==> config.mk <==
export PLATFORM = sky130hd
export DESIGN_NAME = sdr_rd_capture
export DESIGN_NICKNAME = d
export VERILOG_FILES = /design/src/rtl/sdr_rd_pkg.sv /design/src/rtl/sdr_rd_fifo.sv /design/src/rtl/sdr_rd_capture.sv
export SDC_FILE = /design/constraint.sdc
export NUM_CORES = 1
export LEC_CHECK = 0
export CORE_MARGIN = 2
export CORE_UTILIZATION = 40
export CTS_BUF_LIST = sky130_fd_sc_hd__clkbuf_16
export CTS_CLUSTER_DIAMETER = 120
export DETAILED_ROUTE_END_ITERATION = 8
export HOLD_SLACK_MARGIN = 0.06
export MAX_ROUTING_LAYER = met4
export PLACE_DENSITY = 0.62
export SLEW_MARGIN = 10
export SYNTH_ARGS = -nofsm -noshare
export SYNTH_HDL_FRONTEND = slang
export SYNTH_SLANG_ARGS = --single-unit
==> constraint.sdc <==
create_clock -name clk -period 6.3 [get_ports clk]
set_clock_uncertainty 0.15 [all_clocks]
set_input_delay 1.26 -clock clk [delete_from_list [all_inputs] [get_ports clk]]
set_output_delay 1.26 -clock clk [all_outputs]
set_load 0.02 [all_outputs]
==> src/rtl/sdr_rd_pkg.sv <==
// rtl/sdr_rd_pkg.sv - shared constants and types for the SDRAM read-data capture path
//
// Purpose : tag bit positions, capture FSM state encoding and FIFO entry sizing
//           shared by sdr_rd_capture and sdr_rd_fifo.
// Ports   : none (package).
package sdr_rd_pkg;

   // Delayed read tag layout: [3] beat valid, [2] last beat, [1:0] channel id
   localparam int TAG_VALID  = 3;
   localparam int TAG_LAST   = 2;
   localparam int TAG_ID_MSB = 1;
   localparam int TAG_ID_LSB = 0;

   // Each FIFO entry carries {id[1:0], last} on top of the data bits
   localparam int ENTRY_META_W = 3;

   typedef enum logic {
      ST_IDLE  = 1'b0,
      ST_BURST = 1'b1
   } rd_state_t;

   function automatic int entry_width(input int dq_width);
      return dq_width + ENTRY_META_W;
   endfunction

endpackage

==> src/rtl/sdr_rd_fifo.sv <==
// rtl/sdr_rd_fifo.sv - synchronous first-word-fall-through FIFO
//
// Purpose : FWFT buffer; head entry is visible on rdata_o whenever empty_o=0.
//           rdata_o is forced to 0 while empty so no stale data leaks out.
// Ports   : clk, rst (async, active-high)
//           push_i, wdata_i[width] - write side; a push while full is dropped
//                                    unless a pop happens on the same edge
//           pop_i                  - advance head (ignored while empty)
//           rdata_o[width]         - head entry
//           full_o, empty_o        - occupancy status
module sdr_rd_fifo #(
   parameter int width = 19,
   parameter int aw    = 3
) (
   input  logic             clk,
   input  logic             rst,
   input  logic             push_i,
   input  logic [width-1:0] wdata_i,
   input  logic             pop_i,
   output logic [width-1:0] rdata_o,
   output logic             full_o,
   output logic             empty_o
);

   localparam int DEPTH = 2 ** aw;

   logic [aw:0]      wr_ptr_q;
   logic [aw:0]      rd_ptr_q;
   logic [width-1:0] mem_q [DEPTH];
   logic             do_push;
   logic             do_pop;

   // Extra pointer MSB distinguishes full from empty when the addresses match
   assign empty_o = (wr_ptr_q == rd_ptr_q);
   assign full_o  = (wr_ptr_q[aw] != rd_ptr_q[aw]) &&
                    (wr_ptr_q[aw-1:0] == rd_ptr_q[aw-1:0]);

   assign do_pop  = pop_i && !empty_o;
   // When full, a same-edge pop frees the slot the push lands in
   assign do_push = push_i && (!full_o || do_pop);

   always_ff @(posedge clk or posedge rst) begin
      if (rst) begin
         wr_ptr_q <= '0;
         rd_ptr_q <= '0;
      end else begin
         if (do_push) wr_ptr_q <= wr_ptr_q + 1'b1;
         if (do_pop)  rd_ptr_q <= rd_ptr_q + 1'b1;
      end
   end

   always_ff @(posedge clk) begin
      if (do_push) mem_q[wr_ptr_q[aw-1:0]] <= wdata_i;
   end

   assign rdata_o = empty_o ? '0 : mem_q[rd_ptr_q[aw-1:0]];

endmodule

==> src/rtl/sdr_rd_capture.sv <==
// rtl/sdr_rd_capture.sv - SDRAM read-data capture with burst framing check
//
// Purpose : samples DQ on every tagged beat from the delay line, checks burst
//           framing (channel id consistency, max burst length) and buffers
//           beats in a FWFT FIFO for the Wishbone-side read port.
// Ports   : clk, rst (async, active-high)
//           tag_i[4]          - {valid, last, id[1:0]} aligned with dq_i
//           dq_i[dq_width]    - SDRAM read data
//           rd_data_o, rd_id_o, rd_last_o, rd_valid_o, rd_ready_i
//                             - head-of-FIFO read port, valid/ready handshake
//           overflow_o        - sticky, beat dropped on full FIFO
//           frame_err_o       - sticky, burst framing violation
//           busy_o            - capture FSM is inside a burst
module sdr_rd_capture
   import sdr_rd_pkg::*;
#(
   parameter int dq_width  = 16,
   parameter int fifo_aw   = 3,
   parameter int max_burst = 8
) (
   input  logic                clk,
   input  logic                rst,
   input  logic [3:0]          tag_i,
   input  logic [dq_width-1:0] dq_i,
   output logic [dq_width-1:0] rd_data_o,
   output logic [1:0]          rd_id_o,
   output logic                rd_last_o,
   output logic                rd_valid_o,
   input  logic                rd_ready_i,
   output logic                overflow_o,
   output logic                frame_err_o,
   output logic                busy_o
);

   localparam int EW = entry_width(dq_width);
   localparam int CW = $clog2(max_burst + 1);
   localparam logic [CW-1:0] MAX_CNT = CW'(max_burst);

   rd_state_t   state_q;
   logic [1:0]  id_q;
   logic [CW-1:0] cnt_q;
   logic [CW-1:0] cnt_d;
   logic        overflow_q;
   logic        frame_err_q;

   logic        beat_valid;
   logic        beat_last;
   logic [1:0]  beat_id;
   logic        fifo_full;
   logic        fifo_empty;
   logic        fifo_pop;
   logic [EW-1:0] fifo_wdata;
   logic [EW-1:0] fifo_rdata;

   assign beat_valid = tag_i[TAG_VALID];
   assign beat_last  = tag_i[TAG_LAST];
   assign beat_id    = tag_i[TAG_ID_MSB:TAG_ID_LSB];

   assign fifo_wdata = {beat_id, beat_last, dq_i};
   assign fifo_pop   = rd_valid_o && rd_ready_i;

   sdr_rd_fifo #(
      .width (EW),
      .aw    (fifo_aw)
   ) u_fifo (
      .clk     (clk),
      .rst     (rst),
      .push_i  (beat_valid),
      .wdata_i (fifo_wdata),
      .pop_i   (fifo_pop),
      .rdata_o (fifo_rdata),
      .full_o  (fifo_full),
      .empty_o (fifo_empty)
   );

   assign rd_valid_o = !fifo_empty;
   assign rd_data_o  = fifo_rdata[dq_width-1:0];
   assign rd_last_o  = fifo_rdata[dq_width];
   assign rd_id_o    = fifo_rdata[dq_width+2:dq_width+1];

   assign cnt_d = cnt_q + 1'b1;

   // Framing is checked independently of FIFO acceptance: a dropped beat
   // still counts towards its burst.
   always_ff @(posedge clk or posedge rst) begin
      if (rst) begin
         state_q     <= ST_IDLE;
         id_q        <= '0;
         cnt_q       <= '0;
         overflow_q  <= 1'b0;
         frame_err_q <= 1'b0;
      end else begin
         if (beat_valid && fifo_full && !fifo_pop) overflow_q <= 1'b1;

         if (beat_valid) begin
            case (state_q)
               ST_IDLE: begin
                  if (!beat_last) begin
                     if (max_burst == 1) begin
                        // A one-beat limit is exhausted by the first beat
                        frame_err_q <= 1'b1;
                     end else begin
                        state_q <= ST_BURST;
                        id_q    <= beat_id;
                        cnt_q   <= CW'(1);
                     end
                  end
               end
               ST_BURST: begin
                  if (beat_id != id_q) frame_err_q <= 1'b1;
                  if (beat_last) begin
                     state_q <= ST_IDLE;
                     cnt_q   <= '0;
                  end else if (cnt_d == MAX_CNT) begin
                     frame_err_q <= 1'b1;
                     state_q     <= ST_IDLE;
                     cnt_q       <= '0;
                  end else begin
                     cnt_q <= cnt_d;
                  end
               end
               default: state_q <= ST_IDLE;
            endcase
         end
      end
   end

   assign overflow_o  = overflow_q;
   assign frame_err_o = frame_err_q;
   assign busy_o      = (state_q == ST_BURST);

endmodule

==> flow_metrics.env, run 1 <==
export IMPL_portBuffers=45
export IMPL_first_iter_violations=245
export IMPL_grt_max_degree=42
export IMPL_ant_nets=0
export IMPL_cp_slowest_cell="and4_1"
export IMPL_rr_worst_depth=4
export IMPL_dr_pass1_iters=4
export IMPL_totalNegativeSetupSlack_ns=0
export IMPL_synth_net_count=373
export IMPL_hold_buffers=0
export IMPL_synth_area_top_cells="edfxtp_1 67%, mux4_2 13%, dfrtp_1 6.2%, mux2i_1 2.9%, nor2_1 1.4%"
export IMPL_critPathKind="reg -> out"
export IMPL_finalSetupViolCount=0
export IMPL_synth_cell_types=41
export IMPL_startpoint_type="flop"
export IMPL_p_comb_share_pct=37.0
export IMPL_hold_end="overflow_o$_DFFE_PP0P_"
export IMPL_period_share_pct=69.3
export IMPL_p_sw_uw=1250
export IMPL_clock_path_buffers=2
export IMPL_synth_ff_type="edfxtp_1"
export IMPL_tritoncts="yes"
export IMPL_grt_use_met1_pct=18.9
export IMPL_cap_violations=0
export IMPL_worst_r2r_endpoint="u_fifo.rd_ptr_q[2]$_DFFE_PP0P_"
export IMPL_cts_sinks=169
export IMPL_hpwl_um=6960
export IMPL_ys_ff_latch=169
export IMPL_diodes=0
export IMPL_p_seq_share_pct=38.8
export IMPL_crit_path_end_kind="output port"
export IMPL_cts_buffers=17
export IMPL_p_leak_uw=0.00270
export IMPL_hp_start="overflow_o$_DFFE_PP0P_"
export IMPL_worst_pin_slew_ns=1.02
export IMPL_track_usage_pct=15.4
export IMPL_fmax_mhz=229
export IMPL_cp_cell_sequence="xnor2_1 > and4_1 > nor2_1 > clkdlybuf4s50_1"
export IMPL_vias=3349
export IMPL_post_cts_buffers=0
export IMPL_timing_rr_start="u_fifo.wr_ptr_q[1]$_DFFE_PP0P_"
export IMPL_powerDensity_nw_per_um2=480
export IMPL_root_buffer="clkbuf_16"
export IMPL_rows=47
export IMPL_drc=0
export IMPL_nNetsFinal=430
export IMPL_worst_r2r_setup_slack_ns=3.96
export IMPL_placed_area_um2=7540
export IMPL_wl_per_cell_um=19.7
export IMPL_drt_total_wl_um=12600
export IMPL_hold_ws_ns=0.316
export IMPL_yosysWarnings=0
export IMPL_period_needed_ns=4.36
export IMPL_syn_area_per_cell_um2=19.7
export IMPL_drv_slew=0
export IMPL_gp_congestion=0.740
export IMPL_grt_busiest_layer="met2"
export IMPL_syn2layout_area_growth_pct=18.6
export IMPL_power_internal_uw=2620
export IMPL_synth_top_area_share_pct=67.0
export IMPL_arrival_ns=2.95
export IMPL_cp_max_fo=21
export IMPL_die_area_um2=18100
export IMPL_clkTransAtPathRegs_ns=0.06
export IMPL_status="completed"
export IMPL_die_x_um=135
export IMPL_clock_latency_ns=0.42
export IMPL_design_area_um2=8080
export IMPL_worst_endpoint_required_ns=4.89
export IMPL_antenna_found_initial=0
export IMPL_htreeDepth=4
export IMPL_cts_resized=0
export IMPL_die_h_um=135
export IMPL_floorplan_initialDensity_pct=41.0
export IMPL_max_vdd_ir_drop_v=0.000232
export IMPL_finalHoldViolations=0
export IMPL_viasPerCell=5.27
export IMPL_synthesis_instances=346
export IMPL_synth_edf_count=152
export IMPL_grt_ovfl_total=0
export IMPL_grt_pass1_wl_um=19600
export IMPL_finalPower_uw=3880
export IMPL_coreArea_um2=16600
export IMPL_clkPwrFrac_pct=24.2
export IMPL_ios=46
export IMPL_slowest_delay_ns=0.93
export IMPL_netlist_area_um2=6820
export IMPL_synth_top_area_cell="edfxtp_1"
export IMPL_swShare_pct=32.3
export IMPL_grt_met2_usage_pct=24.8
export IMPL_gr_usage_met3_pct=4.02
export IMPL_max_slew_margin_pct=31.9
export IMPL_hp_class="reg -> reg"
export IMPL_grt_pass1_vias=3549
export IMPL_async_flop_share_pct=10.1
export IMPL_min_path_cells=1
export IMPL_layout_drive_gt1_share_pct=22.1
export IMPL_rsz0062_at_grt="no"
export IMPL_yosysSeqAreaShare_pct=73.2
## cell type report
cell class	instances	area, um2
clock buffer	17	425
sequential	169	4990
multi-input combinational	154	1720
fill	1349	8560
inverter	5	18.8
clock inverter	15	114
timing repair buffer	56	533
tap	220	275
## power by group through the flow
stage               combinational [uW]  sequential (uW)  clock [uW]
CTS                               1470             1500         964
finish                            1430             1500         939
global route                      1550             1520        1010
floorplan                         1010             1490           0
global placement                  1450             1510           0
detailed placement                1460             1530           0
## layout by cell type (no fill, tap or decap), types with 10 or more instances in the layout
| master | count |
|---|---|
| edfxtp_1 | 152 |
| clkdlybuf4s50_1 | 45 |
| mux4_2 | 38 |
| nor2_1 | 24 |
| mux2i_1 | 20 |
| clkbuf_16 | 17 |
| dfrtp_1 | 16 |
| nand2_1 | 11 |
| buf_4 | 11 |
| xnor2_1 | 10 |
## metal layers
metal	up-vias	part of all wire [%]
met3	22	3.5
met1	1763	44
met4	0	1.7
met2	64	51
li1	1500	-
met5	-	0
## cell families after synthesis
group	after synthesis	share of synthesized area [%]
AO/OA/AOI/OAI	19	2.17
AND/OR/NAND/NOR	56	3.93
multiplexers	62	16.2
buffers and inverters	23	2.02
flip-flops	169	73.2
adder cells (fa/ha/maj)	4	0.734
XOR/XNOR	13	1.78
## flip-flops by register name, indices dropped and copies added, names as in the netlist
register         count
u_fifo.mem_q       152
u_fifo.wr_ptr_q      4
u_fifo.rd_ptr_q      4
busy_o               1
cnt_q                4
frame_err_o          1
id_q                 2
overflow_o           1
## how the worst max path moves through the flow
| stage | start | end | cells after the start | slack (ns) |
|---|---|---|---|---|
| 2_1_floorplan | tag_i[3] | u_fifo.mem_q[4][0]$_DFFE_PP_ | 3 | 2.24 |
| 3_3_place_gp | u_fifo.rd_ptr_q[0]$_DFFE_PP0P_ | rd_data_o[6] | 5 | 2.34 |
| 3_5_place_dp | u_fifo.rd_ptr_q[0]$_DFFE_PP0P_ | rd_data_o[6] | 5 | 2.34 |
| 4_1_cts | u_fifo.wr_ptr_q[1]$_DFFE_PP0P_ | rd_id_o[1] | 4 | 1.87 |
| 5_1_grt | u_fifo.wr_ptr_q[1]$_DFFE_PP0P_ | rd_id_o[1] | 4 | 1.70 |
| 6_report | u_fifo.wr_ptr_q[1]$_DFFE_PP0P_ | rd_id_o[1] | 4 | 1.94 |
## worst max-delay path, delay by kind of cell (launching register included)
kind | cells | cell delay (ns)
xor+xnor | 1 | 0.31
buf+inv | 1 | 0.59
simple gates | 2 | 1.12
flops | 1 | 0.51
## stage by stage
stage	util, %	setup slack, ns	std cells
6_report	48.6	1.94	636
5_1_grt	48.6	1.70	636
4_1_cts	48.6	1.87	636
3_5_place_dp	45.3	2.34	604
3_3_place_gp	45.3	2.34	604
2_1_floorplan	-	2.24	346
## synth_stat cells, types with 2 or more instances
| cell | count |
|---|---|
| nor4_1 | 2 |
| o21ai_0 | 6 |
| edfxtp_1 | 152 |
| nand4_1 | 2 |
| o21ai_2 | 2 |
| nand2_1 | 11 |
| nor2_1 | 25 |
| xor2_1 | 2 |
| inv_1 | 5 |
| mux4_2 | 38 |
| buf_6 | 5 |
| mux2_2 | 2 |
| mux2i_1 | 20 |
| nand3_1 | 3 |
| clkbuf_1 | 2 |
| ha_1 | 4 |
| mux2_1 | 2 |
| xnor2_1 | 10 |
| nand2b_1 | 2 |
| dfrtp_1 | 17 |
| buf_2 | 11 |
| nor3_1 | 4 |
Note: power is estimated with default switching activity, not from simulation.
==> run 2: changes to the inputs <==
==> constraint.sdc (replaced) <==
create_clock -name clk -period 4.1 [get_ports clk]
set_clock_uncertainty 0.15 [all_clocks]
set_input_delay 0.82 -clock clk [delete_from_list [all_inputs] [get_ports clk]]
set_output_delay 0.82 -clock clk [all_outputs]
set_load 0.02 [all_outputs]
==> run 2 against run 1 <==
Clock power is 70% higher; critical path depth is 1 higher; global-route usage is 0.23 points lower; via count is 2.1% lower; hold slack worse by 0.0081 ns; critical endpoint is now rd_last_o; core utilization is 0.71 points higher; combinational power is 52% higher; non-clock buffer count is 4 higher; sequential power is 57% higher; critical path type unchanged; total power is 59% higher; sequential cell count stayed put; routed wire length is 1.5% lower.
==> flow_metrics.env, run 2 (same netlist as run 1, synthesis figures left out) <==
export IMPL_multi_input_area_um2=1720
export IMPL_p_seq_share_pct=38.4
export IMPL_die_x_um=135
export IMPL_finalHoldViolations=0
export IMPL_vias=3277
export IMPL_ant_nets=0
export IMPL_post_cts_buffers=0
export IMPL_cts_sinks=169
export IMPL_period_share_pct=90.2
export IMPL_final_util_pct=49.3
export IMPL_die_area_um2=18100
export IMPL_crit_path_end_kind="output port"
export IMPL_clkTransAtPathRegs_ns=0.06
export IMPL_mostFrequentLayoutCells="152 x edfxtp_1, 45 x clkdlybuf4s50_1, 38 x mux4_2"
export IMPL_hold_ws_ns=0.308
export IMPL_swShare_pct=31.5
export IMPL_wl_per_cell_um=19.3
export IMPL_ios=46
export IMPL_tritoncts="yes"
export IMPL_htreeDepth=4
export IMPL_layout_drive_gt1_share_pct=23.8
export IMPL_root_buffer="clkbuf_16"
export IMPL_arrival_ns=2.73
export IMPL_grt_max_degree=25
export IMPL_drc=0
export IMPL_drt_total_wl_um=12400
export IMPL_track_usage_pct=15.2
export IMPL_rsz0062_at_grt="no"
export IMPL_cap_violations=0
export IMPL_power_internal_uw=4210
export IMPL_p_comb_share_pct=35.5
export IMPL_final_common_cell="edfxtp_1"
export IMPL_status="completed"
export IMPL_worst_endpoint_required_ns=3.13
export IMPL_worst_pin_slew_ns=0.706
export IMPL_clock_path_buffers=2
export IMPL_largest_register_ffs=152
export IMPL_finalPower_uw=6150
export IMPL_portBuffers=45
export IMPL_first_iter_violations=265
export IMPL_grt_ovfl_total=0
export IMPL_die_h_um=135
export IMPL_p_sw_uw=1940
export IMPL_diodes=0
export IMPL_viasPerCell=5.12
export IMPL_hold_buffers=0
export IMPL_fillers=1335
export IMPL_period_needed_ns=3.70
export IMPL_syn2layout_area_growth_pct=20.3
export IMPL_max_vdd_ir_drop_v=0.000367
export IMPL_totalNegativeSetupSlack_ns=0
export IMPL_finalSetupViolCount=0
export IMPL_startpoint_type="flop"
export IMPL_hp_class="reg -> reg"
export IMPL_nNetsFinal=434
export IMPL_antenna_found_initial=0
export IMPL_cts_buffers=17
export IMPL_gp_congestion=0.759
export IMPL_cp_max_fo=14
export IMPL_p_leak_uw=0.00276
export IMPL_drv_slew=0
export IMPL_critPathKind="reg -> out"
export IMPL_clock_latency_ns=0.42
export IMPL_clkPwrFrac_pct=26.0
export IMPL_grt_pass1_vias=3512
export IMPL_max_slew_margin_pct=52.9
export IMPL_coreArea_um2=16600
export IMPL_grt_pass1_wl_um=19300
export IMPL_fmax_mhz=270
export IMPL_rows=47
export IMPL_seqCellArea_um2=4990
export IMPL_dr_pass1_iters=4
export IMPL_hpwl_um=7110
export IMPL_floorplan_initialDensity_pct=41.0
export IMPL_cts_resized=0
export IMPL_powerDensity_nw_per_um2=750
==> run 2: per-stage QoR <==
step | instance area, um2 | cells | setup WS, ns
after floorplan | 6820 | 346 | 0.482
after global placement | 7600 | 608 | 0.794
after detailed placement | 7600 | 608 | 0.772
after CTS | 8200 | 640 | 0.318
after global routing | 8200 | 640 | 0.256
final | 8200 | 640 | 0.402
==> run 2: power groups by stage <==
stage / clock network (uW) / logic, uW / registers [uW]
2_1_floorplan: 0 / 1540 / 2300
3_3_place_gp: 0 / 2210 / 2380
3_5_place_dp: 0 / 2230 / 2400
4_1_cts: 1630 / 2230 / 2360
5_1_grt: 1710 / 2350 / 2390
6_report: 1600 / 2180 / 2360
==> run 2: final cells by class <==
type / count / share of cell area, %
clock buffer: 17 / 5.19
multi-input combinational: 154 / 21.0
timing repair buffer: 60 / 7.17
sequential: 169 / 60.9
inverter: 5 / 0.229
clock inverter: 15 / 2.15
tap: 220 / 3.36
==> run 2: final timing paths <==
| path | slack, ns | start | depth (start not counted) | end |
|---|---|---|---|---|
| max in group asynchronous | 2.64 | rst | 2 | u_fifo.rd_ptr_q[0]$_DFFE_PP0P_ |
| min in group asynchronous | 0.66 | rst | 2 | frame_err_o$_DFFE_PP0P_ |
| max | 0.40 | u_fifo.rd_ptr_q[0]$_DFFE_PP0P_ | 5 | rd_last_o |
| min | 0.31 | overflow_o$_DFFE_PP0P_ | 1 | overflow_o$_DFFE_PP0P_ |
| max reg2reg | 1.72 | u_fifo.rd_ptr_q[1]$_DFFE_PP0P_ | 5 | u_fifo.mem_q[4][14]$_DFFE_PP_ |
| min reg2reg | 0.31 | overflow_o$_DFFE_PP0P_ | 1 | overflow_o$_DFFE_PP0P_ |
==> run 2: critical path: stages (launching register included) <==
cell,delay [ns]
dfrtp_2,0.66
buf_4,0.33
mux4_2,0.52
mux2i_1,0.20
nor2_1,0.06
clkdlybuf4s50_1,0.55
==> run 2: routing by layer <==
metal	up-vias	global-route usage (%)	wire length [um]
li1	1515	-	-
met1	1676	19.2	5420
met2	69	24.2	6270
met3	17	3.23	481
met4	0	6.02	192
met5	-	-	0
==> run 3: changes to the inputs <==
--- a/config.mk
+++ b/config.mk
@@ -6,13 +6,13 @@
 export NUM_CORES = 1
 export LEC_CHECK = 0
 export CORE_MARGIN = 2
-export CORE_UTILIZATION = 40
+export CORE_UTILIZATION = 58
 export CTS_BUF_LIST = sky130_fd_sc_hd__clkbuf_16
 export CTS_CLUSTER_DIAMETER = 120
 export DETAILED_ROUTE_END_ITERATION = 8
 export HOLD_SLACK_MARGIN = 0.06
 export MAX_ROUTING_LAYER = met4
-export PLACE_DENSITY = 0.62
+export PLACE_DENSITY = 0.83
 export SLEW_MARGIN = 10
 export SYNTH_ARGS = -nofsm -noshare
 export SYNTH_HDL_FRONTEND = slang
==> constraint.sdc (replaced) <==
create_clock -name clk -period 4.2 [get_ports clk]
set_clock_uncertainty 0.15 [all_clocks]
set_input_delay 0.84 -clock clk [delete_from_list [all_inputs] [get_ports clk]]
set_output_delay 0.84 -clock clk [all_outputs]
set_load 0.02 [all_outputs]
==> run 3 against run 2 <==
Total power shrank 3.8%; die area decreased by 30%; core utilization rose by 21 points; sequential power shrank 3%; clock power shrank 11%; register-to-register slack got worse by 0.18 ns; global-route usage grew 7.6 points; clock-buffer cell count unchanged; sequential share of layout area up 1.2 points; combinational power about the same; highest routed layer unchanged.
==> flow_metrics.env, run 3 (same netlist as run 1, synthesis figures left out) <==
export IMPL_hold_buffers=0
export IMPL_grt_pass1_wl_um=20000
export IMPL_drt_total_wl_um=12700
export IMPL_cts_sinks=169
export IMPL_finalPower_uw=5910
export IMPL_cap_violations=0
export IMPL_htreeDepth=4
export IMPL_period_needed_ns=3.78
export IMPL_max_slew_margin_pct=43.8
export IMPL_mostFrequentLayoutCells="152 x edfxtp_1, 45 x clkdlybuf4s50_1, 38 x mux4_2"
export IMPL_finalSetupViolCount=0
export IMPL_clock_path_buffers=2
export IMPL_crit_path_end_kind="output port"
export IMPL_p_leak_uw=0.00273
export IMPL_min_path_cells=1
export IMPL_fmax_mhz=264
export IMPL_die_area_um2=12600
export IMPL_cts_buffers=17
export IMPL_dpl_cell_count=528
export IMPL_cp_cell_sequence="buf_12 > mux4_2 > mux2i_1 > nor2_1 > clkdlybuf4s50_1"
export IMPL_worst_r2r_setup_slack_ns=1.54
export IMPL_root_buffer="clkbuf_16"
export IMPL_diodes=0
export IMPL_finalHoldViolations=0
export IMPL_slowest_delay_ns=0.65
export IMPL_coreArea_um2=11500
export IMPL_grt_max_degree=42
export IMPL_hold_end="overflow_o$_DFFE_PP0P_"
export IMPL_hp_start="overflow_o$_DFFE_PP0P_"
export IMPL_rr_worst_depth=5
export IMPL_worst_pin_slew_ns=0.839
export IMPL_cts_resized=0
export IMPL_drv_slew=0
export IMPL_first_iter_violations=378
export IMPL_track_usage_pct=22.8
export IMPL_drc=0
export IMPL_wl_per_cell_um=22.6
export IMPL_viasPerCell=6.14
export IMPL_die_x_um=112
export IMPL_largest_register_ffs=152
export IMPL_antenna_found_initial=0
export IMPL_clock_latency_ns=0.42
export IMPL_critPathKind="reg -> out"
export IMPL_ant_nets=0
export IMPL_syn2layout_area_growth_pct=18.0
export IMPL_dr_pass1_iters=4
export IMPL_nNetsFinal=431
export IMPL_die_h_um=112
export IMPL_period_share_pct=90.1
export IMPL_vias=3433
export IMPL_layout_drive_gt1_share_pct=22.1
export IMPL_hpwl_um=7170
export IMPL_clkTransAtPathRegs_ns=0.06
export IMPL_hold_ws_ns=0.314
export IMPL_totalNegativeSetupSlack_ns=0
export IMPL_rows=39
export IMPL_post_cts_buffers=0
export IMPL_ios=46
export IMPL_gp_congestion=0.750
export IMPL_hp_class="reg -> reg"
export IMPL_rsz0062_at_grt="no"
export IMPL_final_cells=559
export IMPL_cp_max_fo=31
export IMPL_grt_pass1_vias=3638
export IMPL_status="completed"
export IMPL_arrival_ns=2.79
export IMPL_tritoncts="yes"
export IMPL_timing_rr_start="u_fifo.rd_ptr_q[0]$_DFFE_PP0P_"
export IMPL_powerDensity_nw_per_um2=735
export IMPL_grt_ovfl_total=0
export IMPL_cp_slowest_cell="dfrtp_2"
export IMPL_max_vdd_ir_drop_v=0.000440
export IMPL_floorplan_initialDensity_pct=59.4
export IMPL_portBuffers=45
export IMPL_worst_r2r_endpoint="u_fifo.mem_q[6][1]$_DFFE_PP_"
export IMPL_startpoint_type="flop"
export IMPL_worst_endpoint_required_ns=3.21
export IMPL_final_common_cell="edfxtp_1"
==> run 3: cell count changes in the layout (fill, tap and decap cells not counted), moves of 2 or more <==
cell      previous run  this run
buf_12               2         4
buf_4               13         8
clkinv_1             0         3
clkinv_2             3         6
clkinv_4             3         0
inv_6                3         0
==> run 3: power breakdown <==
group          leakage (uW)  switching, uW  internal (uW)
clock              0.000277            579            852
combinational      0.000871           1140           1040
sequential          0.00158            169           2130
total               0.00273           1890           4020
==> run 3: worst max path at each step <==
stage / startpoint / end / slack [ns] / cells past startpoint
2_1_floorplan: tag_i[3] / u_fifo.mem_q[4][0]$_DFFE_PP_ / 0.56 / 3
3_3_place_gp: u_fifo.rd_ptr_q[0]$_DFFE_PP0P_ / rd_data_o[0] / 0.90 / 5
3_5_place_dp: u_fifo.rd_ptr_q[0]$_DFFE_PP0P_ / rd_data_o[0] / 0.87 / 5
4_1_cts: u_fifo.rd_ptr_q[0]$_DFFE_PP0P_ / rd_data_o[2] / 0.36 / 5
5_1_grt: u_fifo.rd_ptr_q[0]$_DFFE_PP0P_ / rd_data_o[2] / 0.24 / 5
6_report: u_fifo.rd_ptr_q[0]$_DFFE_PP0P_ / rd_data_o[2] / 0.42 / 5
==> run 3: stage by stage <==
stage | area, um2 | utilization, % | setup slack (ns)
2_1_floorplan | 6820 | - | 0.562
3_3_place_gp | 7500 | 65.4 | 0.901
3_5_place_dp | 7500 | 65.4 | 0.873
4_1_cts | 8040 | 70.1 | 0.365
5_1_grt | 8040 | 70.1 | 0.243
6_report | 8040 | 70.1 | 0.417
==> run 3: layer usage <==
| layer | part of all wire [%] | vias to the layer above | track usage, % |
|---|---|---|---|
| met3 | 5.8 | 28 | 6.32 |
| met5 | 0 | - | - |
| li1 | - | 1506 | - |
| met4 | 2.8 | 0 | 10.6 |
| met2 | 51 | 131 | 34.3 |
| met1 | 41 | 1768 | 29.4 |
==> run 3: cell type report <==
cell class	count	area, um2
clock buffers	17	425
clock inverters	14	116
fillers	656	3420
inverters	5	18.8
multi-input cells	154	1720
flip-flops and latches	169	4990
well taps	143	179
repair buffers	57	591
==> run 3: critical path: cells and delay by family (launching register included) <==
kind,cells,cell delay (ns)
AND/OR/NAND/NOR,1,0.07
flip-flops,1,0.65
multiplexers,2,0.76
buffers and inverters,2,0.85
